===== src/rtl/lib_cpu.sv =====
// lib_cpu: opecode enumeration and nibble table shared by the CPU decoder and the program loader.
package lib_cpu;
  typedef enum logic [3:0] {
    ADD_A_IMM, MOV_A_B, IN_A, MOV_A_IMM, MOV_B_A, ADD_B_IMM,
    IN_B, MOV_B_IMM, OUT_B, OUT_IMM, JNC_IMM, JMP_IMM, INVALID
  } OPECODE;
  localparam logic [3:0] NIB_ADD_A_IMM = 4'b0000;
  localparam logic [3:0] NIB_MOV_A_B   = 4'b0001;
  localparam logic [3:0] NIB_IN_A      = 4'b0010;
  localparam logic [3:0] NIB_MOV_A_IMM = 4'b0011;
  localparam logic [3:0] NIB_MOV_B_A   = 4'b0100;
  localparam logic [3:0] NIB_ADD_B_IMM = 4'b0101;
  localparam logic [3:0] NIB_IN_B      = 4'b0110;
  localparam logic [3:0] NIB_MOV_B_IMM = 4'b0111;
  localparam logic [3:0] NIB_OUT_B     = 4'b1001;
  localparam logic [3:0] NIB_OUT_IMM   = 4'b1011;
  localparam logic [3:0] NIB_JNC_IMM   = 4'b1110;
  localparam logic [3:0] NIB_JMP_IMM   = 4'b1111;
  // returns {invalid, nibble}
  function automatic logic [4:0] encode_opecode(input OPECODE op);
    case (op)
      ADD_A_IMM: return {1'b0, NIB_ADD_A_IMM};
      MOV_A_B:   return {1'b0, NIB_MOV_A_B};
      IN_A:      return {1'b0, NIB_IN_A};
      MOV_A_IMM: return {1'b0, NIB_MOV_A_IMM};
      MOV_B_A:   return {1'b0, NIB_MOV_B_A};
      ADD_B_IMM: return {1'b0, NIB_ADD_B_IMM};
      IN_B:      return {1'b0, NIB_IN_B};
      MOV_B_IMM: return {1'b0, NIB_MOV_B_IMM};
      OUT_B:     return {1'b0, NIB_OUT_B};
      OUT_IMM:   return {1'b0, NIB_OUT_IMM};
      JNC_IMM:   return {1'b0, NIB_JNC_IMM};
      JMP_IMM:   return {1'b0, NIB_JMP_IMM};
      default:   return 5'b1_0000;
    endcase
  endfunction
endpackage


===== src/rtl/program_loader_if.sv =====
// program_loader_if: instruction stream, program memory bus and load status of the program loader.
interface program_loader_if import lib_cpu::*; #(parameter int ADDR_W = 4);
  logic start, in_valid, in_ready, in_last, mem_we, done, error, cpu_hold;
  OPECODE in_opecode;
  logic [3:0] in_imm;
  logic [ADDR_W-1:0] mem_addr;
  logic [7:0] mem_wdata, mem_rdata;
  logic [ADDR_W:0] count;
  modport master (
    input start, in_valid, in_opecode, in_imm, in_last, mem_rdata,
    output in_ready, mem_we, mem_addr, mem_wdata, count, done, error, cpu_hold
  );
  modport slave (
    output start, in_valid, in_opecode, in_imm, in_last, mem_rdata,
    input in_ready, mem_we, mem_addr, mem_wdata, count, done, error, cpu_hold
  );
endinterface


===== src/rtl/program_loader_encoder.sv =====
// instruction_encoder: combinational opecode+imm to machine byte, flags INVALID opecodes.
module instruction_encoder import lib_cpu::*; (
  input  OPECODE     opecode,
  input  logic [3:0] imm,
  output logic [7:0] code,
  output logic       invalid
);
  logic [4:0] e;
  assign e = encode_opecode(opecode);
  assign code = {e[3:0], imm};
  assign invalid = e[4];
endmodule


===== src/rtl/program_loader.sv =====
// program_loader: writes encoded instructions to program memory, holding the CPU until done.
// Read-back verification is enabled by defining PROGRAM_LOADER_VERIFY_EN.
module program_loader import lib_cpu::*; #(parameter int ADDR_W = 4) (
  input logic clk,
  input logic rst,
  program_loader_if.master bus
);
  typedef enum logic [2:0] {IDLE, LOAD, WRITE, VERIFY, CHECK, DONE, ERROR} state_t;
  localparam logic [ADDR_W:0] DEPTH = (ADDR_W+1)'(2**ADDR_W);
  state_t state;
  logic last_q, invalid, fin;
  logic [7:0] code;
  logic [ADDR_W:0] cnt_n;
  instruction_encoder u_enc (.opecode(bus.in_opecode), .imm(bus.in_imm), .code(code), .invalid(invalid));
  assign bus.in_ready = state == LOAD;
  assign cnt_n = bus.count + 1'b1;
  assign fin = last_q || cnt_n == DEPTH;
`ifndef PROGRAM_LOADER_VERIFY_EN
  logic unused_rdata;
  assign unused_rdata = ^bus.mem_rdata;
`endif
  always_ff @(posedge clk or posedge rst) begin
    if (rst) begin
      state <= IDLE;
      last_q <= 1'b0;
      bus.mem_we <= 1'b0;
      bus.mem_addr <= '0;
      bus.mem_wdata <= '0;
      bus.count <= '0;
      bus.done <= 1'b0;
      bus.error <= 1'b0;
      bus.cpu_hold <= 1'b1;
    end else begin
      case (state)
        IDLE, DONE, ERROR: if (bus.start) begin
          state <= LOAD;
          bus.count <= '0;
          bus.mem_addr <= '0;
          bus.done <= 1'b0;
          bus.error <= 1'b0;
          bus.cpu_hold <= 1'b1;
        end
        LOAD: if (bus.in_valid) begin
          if (invalid) begin
            state <= ERROR;
            bus.error <= 1'b1;
          end else begin
            state <= WRITE;
            bus.mem_wdata <= code;
            bus.mem_we <= 1'b1;
            last_q <= bus.in_last;
          end
        end
`ifdef PROGRAM_LOADER_VERIFY_EN
        WRITE: begin
          bus.mem_we <= 1'b0;
          state <= VERIFY;
        end
        VERIFY: state <= CHECK;
        CHECK: if (bus.mem_rdata == bus.mem_wdata) begin
          state <= fin ? DONE : LOAD;
          bus.count <= cnt_n;
          bus.mem_addr <= bus.mem_addr + 1'b1;
          bus.done <= fin;
          bus.cpu_hold <= !fin;
        end else begin
          state <= ERROR;
          bus.error <= 1'b1;
        end
`else
        WRITE: begin
          bus.mem_we <= 1'b0;
          state <= fin ? DONE : LOAD;
          bus.count <= cnt_n;
          bus.mem_addr <= bus.mem_addr + 1'b1;
          bus.done <= fin;
          bus.cpu_hold <= !fin;
        end
`endif
        default: state <= IDLE;
      endcase
    end
  end
endmodule


===== src/flat_wrapper.sv =====
// flat-port wrapper written by rule: the top's interface ports become plain ports
module program_loader_flat import lib_cpu::*;
#(parameter int ADDR_W = 4)
  (clk, rst, bus_start, bus_in_valid, bus_in_opecode, bus_in_imm, bus_in_last, bus_mem_rdata, bus_in_ready, bus_mem_we, bus_mem_addr, bus_mem_wdata, bus_count, bus_done, bus_error, bus_cpu_hold);
  program_loader_if #(.ADDR_W(ADDR_W)) bus_i ();
  input logic clk;
  input logic rst;
  input wire logic [$bits(bus_i.start)-1:0] bus_start;
  input wire logic [$bits(bus_i.in_valid)-1:0] bus_in_valid;
  input wire logic [$bits(bus_i.in_opecode)-1:0] bus_in_opecode;
  input wire logic [$bits(bus_i.in_imm)-1:0] bus_in_imm;
  input wire logic [$bits(bus_i.in_last)-1:0] bus_in_last;
  input wire logic [$bits(bus_i.mem_rdata)-1:0] bus_mem_rdata;
  output wire logic [$bits(bus_i.in_ready)-1:0] bus_in_ready;
  output wire logic [$bits(bus_i.mem_we)-1:0] bus_mem_we;
  output wire logic [$bits(bus_i.mem_addr)-1:0] bus_mem_addr;
  output wire logic [$bits(bus_i.mem_wdata)-1:0] bus_mem_wdata;
  output wire logic [$bits(bus_i.count)-1:0] bus_count;
  output wire logic [$bits(bus_i.done)-1:0] bus_done;
  output wire logic [$bits(bus_i.error)-1:0] bus_error;
  output wire logic [$bits(bus_i.cpu_hold)-1:0] bus_cpu_hold;
  assign bus_i.start = bus_start;
  assign bus_i.in_valid = bus_in_valid;
  assign bus_i.in_opecode = bus_in_opecode;
  assign bus_i.in_imm = bus_in_imm;
  assign bus_i.in_last = bus_in_last;
  assign bus_i.mem_rdata = bus_mem_rdata;
  assign bus_in_ready = bus_i.in_ready;
  assign bus_mem_we = bus_i.mem_we;
  assign bus_mem_addr = bus_i.mem_addr;
  assign bus_mem_wdata = bus_i.mem_wdata;
  assign bus_count = bus_i.count;
  assign bus_done = bus_i.done;
  assign bus_error = bus_i.error;
  assign bus_cpu_hold = bus_i.cpu_hold;
  program_loader #(.ADDR_W(ADDR_W)) u_core (.clk(clk), .rst(rst), .bus(bus_i));
endmodule

===== config.mk =====
export PLATFORM = sky130hd
export DESIGN_NAME = program_loader_flat
export DESIGN_NICKNAME = d
export VERILOG_FILES = /design/src/rtl/lib_cpu.sv /design/src/rtl/program_loader_if.sv /design/src/rtl/program_loader_encoder.sv /design/src/rtl/program_loader.sv /design/src/flat_wrapper.sv
export SDC_FILE = /design/constraint.sdc
export NUM_CORES = 1
export LEC_CHECK = 0
export ABC_CLOCK_PERIOD_IN_PS = 1830
export CAP_MARGIN = 10
export CORE_ASPECT_RATIO = 1.5
export CORE_MARGIN = 1.5
export CORE_UTILIZATION = 44
export CTS_BUF_LIST = sky130_fd_sc_hd__clkbuf_16
export DETAILED_ROUTE_END_ITERATION = 6
export PLACE_DENSITY = 0.78
export SLEW_MARGIN = 15
export SYNTH_ARGS = -nofsm -noshare
export SYNTH_HDL_FRONTEND = slang
export SYNTH_SLANG_ARGS = --single-unit

===== constraint.sdc =====
create_clock -name clk -period 1.83 [get_ports clk]
set_input_delay 0.4575 -clock clk [delete_from_list [all_inputs] [get_ports clk]]
set_output_delay 0.4575 -clock clk [all_outputs]
set_load 0.01 [all_outputs]

Yosys cells after proc, flatten, opt, wreduce, memory -nomap -nowiden:

Memories as Yosys holds them, arrays and structs flattened.
Index checks and enable logic that the tools add are counted.

* register bits after elaboration: 25
* bits in read-only memories: 80
* input port bits: 21
* output and inout bits: 22
* memories kept: 1

Memories
* (no name shown): depth 16, width 5, read ports 1, clocked after Yosys merged registers in 0, write ports 0, line lib_cpu.sv:21 `case (op)`

* add/sub/neg operators: 2
* equality and inequality tests: 9
* mux-type cells: 19
* bitwise gates (word level): 1
* reductions and logical operators: 12

Operators with widths (count)
* $mux 3: 4
* $pmux 5 s2: 1
* $pmux 3 s3: 1
* $pmux 1 s2: 4
* $pmux 4 s2: 1
* $eq 3x3->1 const B: 2
* $mux 1: 6
* $ne 2x2->1 const B: 3
* $reduce_and 3->1: 2
* $reduce_bool 2->1: 3
* $add 5x1->5 const B: 1
* $eq 5x5->1 const B: 1
* $mux 5: 1
* $add 4x1->4 const B: 1
* $mux 4: 1
* $reduce_and 2->1: 2
* $reduce_and 4->1: 1
* $eq 3x1->1 const B: 1
* $eq 3x2->1 const B: 1
* $logic_not 3->1: 1
* $reduce_or 3->1: 1
* $ne 2x1->1 const B: 1
* $logic_not 1->1: 1
* $logic_or 1x1->1: 1
* $not 1->1: 1

Longest topological paths before layout:

* word-level depth: 5
* gate-level depth with buffers: 6

Hierarchy:

From an unflattened synthesis, not the netlist that was laid out.

* cell total of the unflattened synthesis: 116
* area, all modules: 1323.8 sq um

By module, submodules not included
* program_loader: times used 1, cells each 103, area an instance 1234.9 sq um
* instruction_encoder: times used 1, cells each 13, area an instance 88.8 sq um

Worst setup path before layout:

OpenSTA, ideal clock, no wires.

* path kind: register -> register
* start point: register u_core.state[2]
* end point: register u_core.bus.mem_wdata[0]
* library setup time: 125 ps
* arrival time: 1282 ps
* setup slack: 423 ps
* cell stages (with the launch flop): 5
* cell sequence: dfrtp_1 -> nand4bb_4 -> a21oi_2 -> buf_4 -> mux2_2

* longest elaborated chain between the ends: 2

RTL lines
* from (decl): line program_loader.sv:10 `state_t state;`
* from (signal assigned): line program_loader.sv:73 `state <= fin ? DONE : LOAD;`
* $eq 3x1->1: line program_loader.sv:34 `case (state)`
* $reduce_and 3->1 (no source line)
* to (signal assigned): line program_loader.sv:49 `bus.mem_wdata <= code;`
* to (decl): line program_loader_if.sv:11 `output in_ready, mem_we, mem_addr, mem_wdata, count, done, error, cpu_hold`

Every way passes these cells.
A chain may end at the register's enable or synchronous reset.

Final worst setup path:

* start point: register u_core.bus.cpu_hold
* end point: output bus_cpu_hold

RTL lines
* from (decl): line program_loader_if.sv:11
* from (signal assigned): line program_loader.sv:77 `bus.cpu_hold <= !fin;`
* to (decl): line flat_wrapper.sv:21 `output wire logic [$bits(bus_i.cpu_hold)-1:0] bus_cpu_hold;`

No word-level cell between the ends.

==> flow_summary_export.csv <==
group,metric,value,unit
sta,hold_slack,0.504,ns
power_and_ir_drop,power.switching,923,uW
worst_setup_path,cp_top_family,"flip-flops",
clock_tree,cts_buffers,3,
grt,grt_max_degree,26,
cells_and_area,final_cells,200,
logic_synthesis,synth_nets,141,
sta,period_needed,1.76,ns
drt,finalWirelength,2.74,mm
grt,grt_pass1_wl,4.53,mm
logic_synthesis,synth_edf_count,0,
clock_tree,cts_buffer_depth,2,
clock_tree,cts_root_buf,"clkbuf_16",
logic_synthesis,syn_inst,118,
die,dieArea,3170,sq um
place,pre_cts_slack,-0.168,ns
sta,worstMarginPinSlew,0.381,ns
worst_setup_path,critical_path_buf_inv_count,1,
worst_setup_path,crit_slowest_cell,"dfstp_2",
place,placed_cells,196,
clock_tree,cts.sinks,25,
logic_synthesis,ys_seq_area_share,50.3,%
logic_synthesis,ys_top_cells_by_area,"dfrtp_1 48%, a21oi_1 4.8%, mux2_2 4.5%, nor2_1 3.3%, o21ai_0 3.2%",
clock_tree,postCtsSetupBuffers,0,
die,ios,43,
sta,fmaxAchievable,567,MHz
sta,fin_setup_tns,0,ns
cells_and_area,filler_cell_count,203,
run,maxCapViolCount,0,
sta,timing.final.hold_violations,0,
power_and_ir_drop,p_int,1740,uW
power_and_ir_drop,comb_power_share,47.9,%
drt,dr_total_vias,1059,
drt,routedWlPerCell,13.7,um
power_and_ir_drop,power.density,1500,nW/um^2
cells_and_area,regArea,627,sq um
worst_setup_path,criticalPathCategory,"reg -> out",
place,place_congestion,0.808,
power_and_ir_drop,clkPwrFrac,18.2,%
logic_synthesis,yosys_warnings,0,
die,fp.dieH,68.2,um
power_and_ir_drop,ir_drop,1010,uV
cells_and_area,utilization,66.2,%
worst_setup_path,crit_required,1.37,ns
worst_setup_path,start_kind,"flop",
grt,grt_pass1_vias,1088,
clock_tree,cts_hold_buf,0,
logic_synthesis,ys_ff_latch,25,
sta,layout_worst_path_cycle_share,96.4,%
die,start_util,46.6,%
outcome,status,"completed",
sta,setup_viol,0,
grt,overflow,0,
die,coreArea,2680,sq um
cells_and_area,diodes,0,
clock_tree,cts_tree,"built",
worst_setup_path,critPathMaxFanout,2,
cells_and_area,area_growth,42.1,%
logic_synthesis,synthesis.area,1250,sq um
clock_tree,clk_pin_slew,0.06,ns
drt,ant_nets,0,
logic_synthesis,synth_most_common_cell,"dfrtp_1",
clock_tree,h-tree-depth,1,
drt,route.detailed.drc,0,
drt,drt_iter0_markers,32,
power_and_ir_drop,switching_share,34.7,%
sta,relSlewSlack,74.4,%
sta,drv_slew,0,
worst_setup_path,cp-end-kind,"output port",
sta,finClkSkew,0.00260,ns
grt,grtUsageTotal,19.6,%
logic_synthesis,synth_area_per_cell,10.6,sq um
place,hpwl,2.04,mm
power_and_ir_drop,p_seq_share,33.9,%
min_path,hold_class,"reg -> reg",
die,rows,23,
cells_and_area,drive_gt1_share,17.8,%
logic_synthesis,synthArstFlopShare,100,%
drt,viasPerCell,5.30,
logic_synthesis,synthDistinctLibCells,35,
logic_synthesis,synth_top_area_cell,"dfrtp_1",
clock_tree,clk_latency,0.26,ns
logic_synthesis,synth_flop_cell,"dfrtp_1",
worst_setup_path,slowest_delay,0.53,ns
cells_and_area,multi_input_area,554,sq um
drt,first_pass_iters,4,
cells_and_area,final_net_count,187,
worst_setup_path,path_cells,"clkdlybuf4s50_1",
place,io_buffers,34,
grt,antenna_found_initial,0,
worst_setup_path,cp.arrival,1.31,ns
die,fp.dieW,46.5,um
sta,rsz0062_at_grt,"no",
logic_synthesis,yosysTopAreaCellShare,48.1,%
sta,setup_ws,0.0660,ns
logic_synthesis,synth_common_cells,"24 x dfrtp_1, 12 x a21oi_1, 11 x nor2_1, 8 x o21ai_0, 7 x inv_1",
power_and_ir_drop,p_leak,0.000767,uW
==> what timing repair did <==
item / CTS / global route
hold endpoints to repair: 0 / 0
resized for setup: 1 / 0
setup endpoints to repair: 1 / 0
==> path summary, 6_finish.rpt <==
kind / startpoint / endpoint / slack, ns / cells past startpoint
max: u_core.bus.cpu_hold / bus_cpu_hold / 0.07 / 1
min: u_core.bus.mem_addr[3] / u_core.bus.mem_addr[3] / 0.50 / 1
max reg2reg: u_core.state[1] / u_core.bus.mem_wdata[1] / 0.29 / 5
min reg2reg: u_core.bus.mem_addr[3] / u_core.bus.mem_addr[3] / 0.50 / 1
max in group asynchronous: rst / u_core.bus.cpu_hold / 0.99 / 3
min in group asynchronous: rst / u_core.bus.mem_wdata[3] / 0.56 / 3
==> cells in the final DEF (no fill, tap or decap) <==
cell | Yosys | routed
a211oi_1 | 1 | 1
a21o_1 | 3 | 3
a21oi_1 | 12 | 12
a21oi_2 | 2 | 2
a221oi_2 | 1 | 1
a22o_1 | 3 | 3
a2bb2oi_1 | 1 | 1
a31o_2 | 1 | 1
a31oi_1 | 3 | 3
and3_1 | 1 | 1
and4b_1 | 1 | 1
buf_4 | 2 | 13
clkbuf_16 | 0 | 3
clkdlybuf4s50_1 | 0 | 33
clkinvlp_4 | 0 | 1
dfrtp_1 | 24 | 24
dfstp_2 | 1 | 1
dlygate4sd2_1 | 0 | 1
ha_1 | 2 | 2
inv_1 | 7 | 7
mux2_2 | 5 | 5
mux2i_1 | 2 | 2
nand2_1 | 4 | 4
nand3_1 | 6 | 6
nand4bb_4 | 1 | 1
nor2_1 | 11 | 11
nor3_1 | 3 | 3
nor3b_4 | 1 | 1
o21a_1 | 2 | 2
o21ai_0 | 8 | 8
o21ai_1 | 1 | 1
o22a_1 | 1 | 1
o41ai_1 | 1 | 1
or3b_1 | 1 | 1
xnor2_1 | 1 | 1
xor2_1 | 1 | 1
==> routing by layer <==
layer  share of wire, %  up-vias  wire length [um]  track usage, %
met3                3.9        4               106            3.69
li1                   -      518                 -               -
met1                 39      513              1080            22.1
met2                 55       24              1500            34.7
met5                  0        -                 0               0
met4                1.8        0                49            8.21
==> kinds of logic (layout without fill, tap and decap cells) <==
group / count (synthesis) / in the layout / share of synthesized area, %
and+or+nand+nor: 29 / 29 / 13.8
DFF: 25 / 25 / 50.3
xor gates and xnor gates: 2 / 2 / 1.40
AOI/OAI and AO/OA: 40 / 40 / 21.1
adders and majority gates: 2 / 2 / 2.01
muxes: 7 / 7 / 6.12
buffers and inverters: 13 / 58 / 5.32
==> area by class of cell <==
cell class | instances | area share [%]
clock buffer | 3 | 4.23
clock inverter | 1 | 0.423
inverter | 7 | 1.48
multi-input combinational | 80 | 31.3
sequential | 25 | 35.4
tap | 37 | 2.61
timing repair buffer | 47 | 24.6
==> power groups by stage <==
stage | clock, uW | sequential (uW) | combinational (uW)
2_1_floorplan | 0 | 977 | 638
3_3_place_gp | 0 | 892 | 1250
3_5_place_dp | 0 | 907 | 1290
4_1_cts | 497 | 902 | 1290
5_1_grt | 513 | 925 | 1400
6_report | 485 | 901 | 1280
==> flip-flops by register name (all words and copies together) (netlist names) <==
| name | flops |
|---|---|
| u_core.bus.cpu_hold | 1 |
| u_core.last_q | 1 |
| u_core.bus.mem_addr | 4 |
| u_core.bus.error | 1 |
| u_core.state | 3 |
| u_core.bus.count | 5 |
| u_core.bus.done | 1 |
| u_core.bus.mem_we | 1 |
| u_core.bus.mem_wdata | 8 |
==> through the flow <==
stage / cell area [sq um] / power [uW]
floorplan: 1250 / 1620
global placement: 1690 / 2150
detailed placement: 1690 / 2190
CTS: 1770 / 2690
global route: 1770 / 2840
finish: 1770 / 2660
Power figures use the tool's default switching activity.
